**src/rtl/cmd_scheduler.sv**
```systemverilog
// -----------------------------------------------------------------------------
// cmd_scheduler
// Shares the single SD CMD control unit between two requesters (req0: host
// register interface, req1: data block auto-stop/auto-CMD). The winner is picked
// round-robin, its command is latched and presented to the control unit, a
// timeout is generated from an internal cycle counter, the strobe/ack four-phase
// handshake is closed, and the response is returned to the winner.
//
// Ports:
//   clock, reset              clock, async active-high reset
//   reqN_valid/index/argument/timeout_en   command request from requester N
//   reqN_ready                one-cycle pulse: command accepted
//   reqN_done                 one-cycle pulse: command finished, rsp_* valid
//   new_command, cmd_index, cmd_argument, timeout_enable, time_out, ack_out
//                             drive the control unit
//   ctl_strobe, ctl_response  command-phase-ended level and response from it
//   rsp_data, rsp_timeout, rsp_id   result of the last completed command
//   busy                      scheduler is not idle
// -----------------------------------------------------------------------------
module cmd_scheduler #(
   parameter int TIMEOUT_CYCLES = 64,
   parameter int TIMEOUT_W      = 16
) (
   input  logic          clock,
   input  logic          reset,
   input  logic          req0_valid,
   input  logic [5:0]    req0_index,
   input  logic [31:0]   req0_argument,
   input  logic          req0_timeout_en,
   output logic          req0_ready,
   output logic          req0_done,
   input  logic          req1_valid,
   input  logic [5:0]    req1_index,
   input  logic [31:0]   req1_argument,
   input  logic          req1_timeout_en,
   output logic          req1_ready,
   output logic          req1_done,
   output logic          new_command,
   output logic [5:0]    cmd_index,
   output logic [31:0]   cmd_argument,
   output logic          timeout_enable,
   output logic          time_out,
   output logic          ack_out,
   input  logic          ctl_strobe,
   input  logic [135:0]  ctl_response,
   output logic [135:0]  rsp_data,
   output logic          rsp_timeout,
   output logic          rsp_id,
   output logic          busy
);

   typedef enum logic [1:0] {
      ST_IDLE = 2'd0,
      ST_BUSY = 2'd1,
      ST_ACK  = 2'd2
   } state_t;

   localparam logic [TIMEOUT_W-1:0] TERM_C    = TIMEOUT_W'(TIMEOUT_CYCLES - 1);
   localparam logic [TIMEOUT_W-1:0] CNT_MAX_C = {TIMEOUT_W{1'b1}};

   state_t                state_q, state_d;
   logic                  last_grant_q, last_grant_d;
   logic                  grantee_q, grantee_d;
   logic [TIMEOUT_W-1:0]  cnt_q, cnt_d;
   logic                  req0_ready_q, req0_ready_d;
   logic                  req1_ready_q, req1_ready_d;
   logic                  req0_done_q, req0_done_d;
   logic                  req1_done_q, req1_done_d;
   logic                  new_command_q, new_command_d;
   logic [5:0]            cmd_index_q, cmd_index_d;
   logic [31:0]           cmd_argument_q, cmd_argument_d;
   logic                  timeout_enable_q, timeout_enable_d;
   logic                  time_out_q, time_out_d;
   logic                  ack_out_q, ack_out_d;
   logic [135:0]          rsp_data_q, rsp_data_d;
   logic                  rsp_timeout_q, rsp_timeout_d;
   logic                  rsp_id_q, rsp_id_d;
   logic                  busy_q, busy_d;
   logic                  grant_sel_s;

   // State and output registers; reset aborts any command without a done pulse.
   always_ff @(posedge clock or posedge reset) begin
      if (reset) begin
         state_q          <= ST_IDLE;
         last_grant_q     <= 1'b1;
         grantee_q        <= 1'b0;
         cnt_q            <= '0;
         req0_ready_q     <= 1'b0;
         req1_ready_q     <= 1'b0;
         req0_done_q      <= 1'b0;
         req1_done_q      <= 1'b0;
         new_command_q    <= 1'b0;
         cmd_index_q      <= 6'd0;
         cmd_argument_q   <= 32'd0;
         timeout_enable_q <= 1'b0;
         time_out_q       <= 1'b0;
         ack_out_q        <= 1'b0;
         rsp_data_q       <= 136'd0;
         rsp_timeout_q    <= 1'b0;
         rsp_id_q         <= 1'b0;
         busy_q           <= 1'b0;
      end else begin
         state_q          <= state_d;
         last_grant_q     <= last_grant_d;
         grantee_q        <= grantee_d;
         cnt_q            <= cnt_d;
         req0_ready_q     <= req0_ready_d;
         req1_ready_q     <= req1_ready_d;
         req0_done_q      <= req0_done_d;
         req1_done_q      <= req1_done_d;
         new_command_q    <= new_command_d;
         cmd_index_q      <= cmd_index_d;
         cmd_argument_q   <= cmd_argument_d;
         timeout_enable_q <= timeout_enable_d;
         time_out_q       <= time_out_d;
         ack_out_q        <= ack_out_d;
         rsp_data_q       <= rsp_data_d;
         rsp_timeout_q    <= rsp_timeout_d;
         rsp_id_q         <= rsp_id_d;
         busy_q           <= busy_d;
      end
   end

   // Round-robin pick: on a tie the requester that did not win last time wins.
   always_comb begin
      grant_sel_s = 1'b0;
      if (req0_valid && req1_valid) begin
         grant_sel_s = ~last_grant_q;
      end else begin
         grant_sel_s = ~req0_valid;
      end
   end

   // Next-state and next-output logic.
   always_comb begin
      state_d          = state_q;
      last_grant_d     = last_grant_q;
      grantee_d        = grantee_q;
      cnt_d            = cnt_q;
      req0_ready_d     = 1'b0;
      req1_ready_d     = 1'b0;
      req0_done_d      = 1'b0;
      req1_done_d      = 1'b0;
      new_command_d    = new_command_q;
      cmd_index_d      = cmd_index_q;
      cmd_argument_d   = cmd_argument_q;
      timeout_enable_d = timeout_enable_q;
      time_out_d       = 1'b0;
      ack_out_d        = ack_out_q;
      rsp_data_d       = rsp_data_q;
      rsp_timeout_d    = rsp_timeout_q;
      rsp_id_d         = rsp_id_q;

      case (state_q)
         ST_IDLE: begin
            if (req0_valid || req1_valid) begin
               grantee_d        = grant_sel_s;
               last_grant_d     = grant_sel_s;
               cmd_index_d      = grant_sel_s ? req1_index      : req0_index;
               cmd_argument_d   = grant_sel_s ? req1_argument   : req0_argument;
               timeout_enable_d = grant_sel_s ? req1_timeout_en : req0_timeout_en;
               req0_ready_d     = ~grant_sel_s;
               req1_ready_d     = grant_sel_s;
               new_command_d    = 1'b1;
               cnt_d            = '0;
               state_d          = ST_BUSY;
            end else begin
               new_command_d    = 1'b0;
            end
         end
         ST_BUSY: begin
            // Saturate so a timeout-disabled command never wraps into a false count.
            cnt_d = (cnt_q == CNT_MAX_C) ? cnt_q : cnt_q + {{(TIMEOUT_W-1){1'b0}}, 1'b1};
            if (ctl_strobe) begin
               // Strobe takes priority over a coincident terminal count.
               rsp_data_d    = ctl_response;
               rsp_timeout_d = 1'b0;
               rsp_id_d      = grantee_q;
               new_command_d = 1'b0;
               ack_out_d     = 1'b1;
               state_d       = ST_ACK;
            end else if (timeout_enable_q && (cnt_q == TERM_C)) begin
               time_out_d    = 1'b1;
               rsp_timeout_d = 1'b1;
               rsp_id_d      = grantee_q;
               new_command_d = 1'b0;
               ack_out_d     = 1'b1;
               state_d       = ST_ACK;
            end else begin
               new_command_d = 1'b1;
            end
         end
         ST_ACK: begin
            if (!ctl_strobe) begin
               ack_out_d   = 1'b0;
               req0_done_d = ~grantee_q;
               req1_done_d = grantee_q;
               state_d     = ST_IDLE;
            end else begin
               ack_out_d   = 1'b1;
            end
         end
         default: begin
            new_command_d = 1'b0;
            ack_out_d     = 1'b0;
            state_d       = ST_IDLE;
         end
      endcase

      busy_d = (state_d != ST_IDLE);
   end

   assign req0_ready     = req0_ready_q;
   assign req1_ready     = req1_ready_q;
   assign req0_done      = req0_done_q;
   assign req1_done      = req1_done_q;
   assign new_command    = new_command_q;
   assign cmd_index      = cmd_index_q;
   assign cmd_argument   = cmd_argument_q;
   assign timeout_enable = timeout_enable_q;
   assign time_out       = time_out_q;
   assign ack_out        = ack_out_q;
   assign rsp_data       = rsp_data_q;
   assign rsp_timeout    = rsp_timeout_q;
   assign rsp_id         = rsp_id_q;
   assign busy           = busy_q;

endmodule

```
**config.mk**
```make
export PLATFORM = sky130hd
export DESIGN_NAME = cmd_scheduler
export DESIGN_NICKNAME = d
export VERILOG_FILES = /design/src/rtl/cmd_scheduler.sv
export SDC_FILE = /design/constraint.sdc
export NUM_CORES = 1
export LEC_CHECK = 0
export CORE_ASPECT_RATIO = 0.75
export CORE_MARGIN = 8
export CORE_UTILIZATION = 38
export CTS_BUF_LIST = sky130_fd_sc_hd__clkbuf_4 sky130_fd_sc_hd__clkbuf_8
export DETAILED_ROUTE_END_ITERATION = 16
export GPL_ROUTABILITY_DRIVEN = 0
export HOLD_SLACK_MARGIN = 0.06
export PLACE_DENSITY = 0.81
export SLEW_MARGIN = 20
export SYNTH_ARGS = -nofsm -noshare
export SYNTH_HDL_FRONTEND = slang
export SYNTH_SLANG_ARGS = --single-unit
export TNS_END_PERCENT = 20
```
**constraint.sdc**
```tcl
create_clock -name clock -period 6.4 [get_ports clock]
set_input_delay 1.28 -clock clock [delete_from_list [all_inputs] [get_ports clock]]
set_output_delay 1.28 -clock clock [all_outputs]
set_load 0.005 [all_outputs]
```
## Yosys cells after proc, flatten, opt, wreduce, memory -nomap -nowiden

Index checks and enable logic that the tools add are counted.

| storage, ports and cells | value |
|---|---|
| bits in registers | 205 |
| input port bits | 219 |
| output and inout port bits | 185 |
| word-level logic and storage cells | 77 |

| operators by class | value |
|---|---|
| add/subtract/negate cells | 1 |
| eq/ne operators | 7 |
| muxes and demuxes | 34 |
| bitwise logic cells | 5 |
| reduce and logical (&&, ||, !) cells | 12 |

Operators by type and width:

| cell | count |
|---|---|
| 2-to-1 mux 16 bit | 2 |
| 2-to-1 mux 32 bit | 1 |
| one-hot mux 16 bit (2 select lines) | 1 |
| 2-to-1 mux 1 bit | 22 |
| adder 16 x 1 -> 16 bit, second input constant | 1 |
| equality test 16 bit, second input constant | 1 |
| equality test 16 x 6 -> 1 bit, second input constant | 1 |
| 2-to-1 mux 2 bit | 4 |
| AND reduction 2 bit | 4 |
| 2-to-1 mux 6 bit | 1 |
| one-hot mux 1 bit (3 select lines) | 2 |
| one-hot mux 2 bit (3 select lines) | 1 |
| nonzero test 2 bit | 3 |
| NOT 1 bit | 5 |
| inequality test 2 bit, second input constant | 2 |
| inequality test 3 bit, second input constant | 1 |
| AND reduction 3 bit | 1 |
| equality test 2 x 1 -> 1 bit, second input constant | 1 |
| equality test 2 bit, second input constant | 1 |
| logical AND 1 bit | 2 |
| zero test 2 bit | 1 |
| logical OR 1 bit | 1 |

## Logic depth before layout (Yosys ltp)

| logic depth | value |
|---|---|
| depth in word-level cells | 6 |
| depth in mapped cells | 8 |
| gate-level depth less buffers | 6 |

## Worst setup path after synthesis

No wires, ideal clock.

| timing path | value |
|---|---|
| path kind | input port to flip-flop |
| start point | input port ctl_strobe |
| end point | register rsp_data_q[32] (netlist: rsp_data[32]) |
| setup time | 0.125 ns |
| arrival | 2.520 ns |
| data required time | 6.275 ns |
| setup slack | 3.755 ns |
| cell stages on the path | 5 |
| path buffers | 3 |
| cell sequence | clkbuf_1 > nand2_1 > clkbuf_1 > buf_2 > mux2_2 |

| between the ends | value |
|---|---|
| longest elaborated chain between the ends | 1 |

RTL lines:

| what | RTL line | text |
|---|---|---|
| start: declaration | 44 | `input logic ctl_strobe,` |
| AND reduction 2 bit (no source line) | - |  |
| end signal: assignment | 117 | `rsp_data_q <= rsp_data_d;` |
| end: declaration | 75 | `logic [135:0] rsp_data_q, rsp_data_d;` |

Every way passes these cells.
A chain may end at the register's enable or synchronous reset.

## Worst setup path after layout

| timing path | value |
|---|---|
| start point | input port req0_valid |
| end point | register cnt_q[10] |

| between the ends | value |
|---|---|
| longest elaborated chain between the ends | 3 |

RTL lines:

| what | RTL line | text |
|---|---|---|
| start: declaration | 26 | `input logic req0_valid,` |
| logical OR 1 bit | 156 | `if (req0_valid \|\| req1_valid) begin` |
| inequality test 2 bit (no source line) | - |  |
| AND reduction 3 bit (no source line) | - |  |
| end signal: assignment | 106 | `cnt_q <= cnt_d;` |
| end: declaration | 64 | `logic [TIMEOUT_W-1:0] cnt_q, cnt_d;` |

Every way passes these cells.

==> metrics <==
status finished clean; Highest Clock Rate 333 MHz; Critical Path End Type flop; final period utilization 46.9%; clk buf depth 3; top_reg_cell synth dfrtp_1; register clock-pin slew on the reported worst setup and hold paths 60 ps; DR WL/cell 20.1 µm; # IOs 404; startpoint type of the worst setup path primary input; most frequent cells in the layout clkdlybuf4s50_1, dfrtp_1, mux2_2; Routed Antenna Nets 0; total wire length 27,600 µm; Final nets 1,280; H-tree depth 2; mapped cell area 8470 µm²; Final Hold Fails 0; DP Area 12,800 µm²; Leak 0.00580 µW; Ys Warns 0; final setup fails 0; number of synthesized flops with an enable pin 0; Max Slew Vio Count 0; row cnt 47; Peak VDD IR 0.000265 V; hold_buf cts 0; Seq cells post-synth 205; Die ar. 27,400 µm²; CTS tree yes; Post-Place Worst Slack 2870 ps; I/O Buffers 403; WP buf/inv 2; required time worst endpoint 6820 ps; Final WS setup 3400 ps; Tmin final 3000 ps; vias post-DR 6,707; power density cells 451 nW/µm²; CTS root buf clkbuf_8; Starting DRT DRC Count 255; share of cells above drive strength 1 20.2%; fin area 13,600 µm²; critical path's top delay family simple AND/OR/NAND/NOR gates; Placed Instances 1,313; DP HPWL 21,500 µm; die height 145 µm; CTS-repair resized insts 0; grt ovf 0; Setup Fix Bufs, Post-CTS 0; Layout fillers 1,769; Min-Delay Path Class reg -> reg; clock skew 9.37 ps; vias in the first global route 7,098; Crit Path Max Fanout 11; slowest CP cell clkdlybuf4s50_1; gr usage total 19.6%; vias per inst 4.88; Avg Cell Area, Syn 13.2 µm²; slew at the pin closest to its max-slew limit 847 ps; crit path kind in -> reg; setup TNS 0 ps; Sink Count 205; max-cap violations 0; Post-Syn Nets 867; initial antenna violation count 1; final cell count without fillers 1,375; first-pass GRT wire length 42,200 µm; P&R area growth vs syn 60.2%; clk_lat worst skew 500 ps; drt pass-1 iters 5; most common cell after layout, fill and taps aside clkdlybuf4s50_1; count of cell types in the netlist 46; Syn Inst Count 643; Initial Util 38.5%; RSZ-0062 raised after global routing no; Slew Limit Headroom 42.7%; sequential cell area 5130 µm²; CP arrival 3430 ps; async set-or-reset flop fraction in the synthesized netlist 100%; Seq/Total Area, Yosys 60.6%; largest net degree at the start of global routing 137; CP Cell Sequence clkdlybuf4s50_1, nor3b_1, buf_4, or4_4, or4_1, a21oi_1; Residual DRC 0; area of the multi-input gates 3180 µm²; max incr delay on CP 620 ps; core area 22,000 µm²; worst hold slack 476 ps; CTS buffer count 35; Die X-Extent 188 µm
sequential cells by signal, summed over array words and instances, names as in the netlist:
name and cells:
cmd_index 6, timeout_enable 1, busy 1, rsp_data 136, req1_ready 1, new_command 1
req1_done 1, cnt_q 16, last_grant_q 1, cmd_argument 32, rsp_timeout 1, time_out 1
req0_ready 1, ack_out 1, grantee_q 1, rsp_id 1, req0_done 1, state_q 2
kinds of logic (layout without fill, tap and decap cells):
| group | after synthesis | in the layout | synth area share (%) |
|---|---|---|---|
| muxes | 183 | 183 | 23.7 |
| buffers and inverters | 46 | 483 | 2.23 |
| AOI/OAI and AO/OA | 85 | 85 | 5.87 |
| other | 0 | 1 | 0 |
| and+or+nand+nor | 119 | 119 | 6.87 |
| adders and majority gates | 5 | 5 | 0.739 |
| DFF | 205 | 205 | 60.6 |
routing by layer:
metal	GRT usage, %	share of wire (%)	vias to the layer above
met5	0	0	-
met4	7.37	3.1	0
met3	8.05	10	59
met2	33.4	49	330
met1	21.8	38	3196
li1	-	-	3122
cell type report:
| cell class | instances | area share [%] |
|---|---|---|
| Tap cell | 294 | 2.71 |
| Multi-Input combinational cell | 392 | 23.4 |
| Sequential cell | 205 | 37.8 |
| Clock buffer | 56 | 5.04 |
| Clock inverter | 5 | 0.415 |
| Antenna cell | 1 | 0.0184 |
| Inverter | 12 | 0.360 |
| Timing Repair Buffer | 410 | 30.2 |
power by group:
group | internal (µW) | switching [µW] | leakage (µW)
registers | 1900 | 317 | 0.00248
clock network | 717 | 508 | 0.000393
logic | 1670 | 1000 | 0.00293
final timing paths:
kind                             startpoint               end  slack (ps)  cells after the start
setup / recovery                 req0_valid         cnt_q[10]        3400                      6
hold / removal             cmd_argument[28]  cmd_argument[28]         480                      2
setup reg to reg                 state_q[1]          cnt_q[8]        3710                      6
hold reg to reg            cmd_argument[28]  cmd_argument[28]         480                      2
max in group asynchronous             reset      rsp_data[61]        4100                      3
min in group asynchronous             reset      rsp_data[81]        1120                      2
worst reg2reg max path, delay by kind of cell, from the launching register on:
kind	cells	cell delay (ps)
buffers and inverters	1	110
DFF	1	430
and+or+nand+nor	3	1250
AOI/OAI and AO/OA	1	70
adders and majority gates	1	720
per-stage QoR:
step | util, % | total power, µW
after floorplan | - | 3250
after global placement | 58.3 | 4860
after detailed placement | 58.3 | 4950
after CTS | 61.7 | 6220
after global routing | 61.7 | 6480
final | 61.7 | 6110
cells in the mapped netlist, types with 5 or more instances:
cell type / count / area (µm²)
a21oi_1: 11 / 55.1
buf_2: 7 / 35.0
nor3_1: 6 / 30.0
mux2i_1: 43 / 430
and3_1: 7 / 43.8
nand3_1: 13 / 65.1
inv_1: 11 / 41.3
nor4_1: 5 / 31.3
dfrtp_1: 204 / 5100
nor2_1: 19 / 71.3
nand4_1: 5 / 31.3
o21ai_0: 48 / 240
nand2_1: 45 / 169
and2_1: 5 / 31.3
mux2_2: 140 / 1580
clkbuf_1: 25 / 93.8
ha_1: 5 / 62.6
Note: power is estimated with default switching activity, not from simulation.
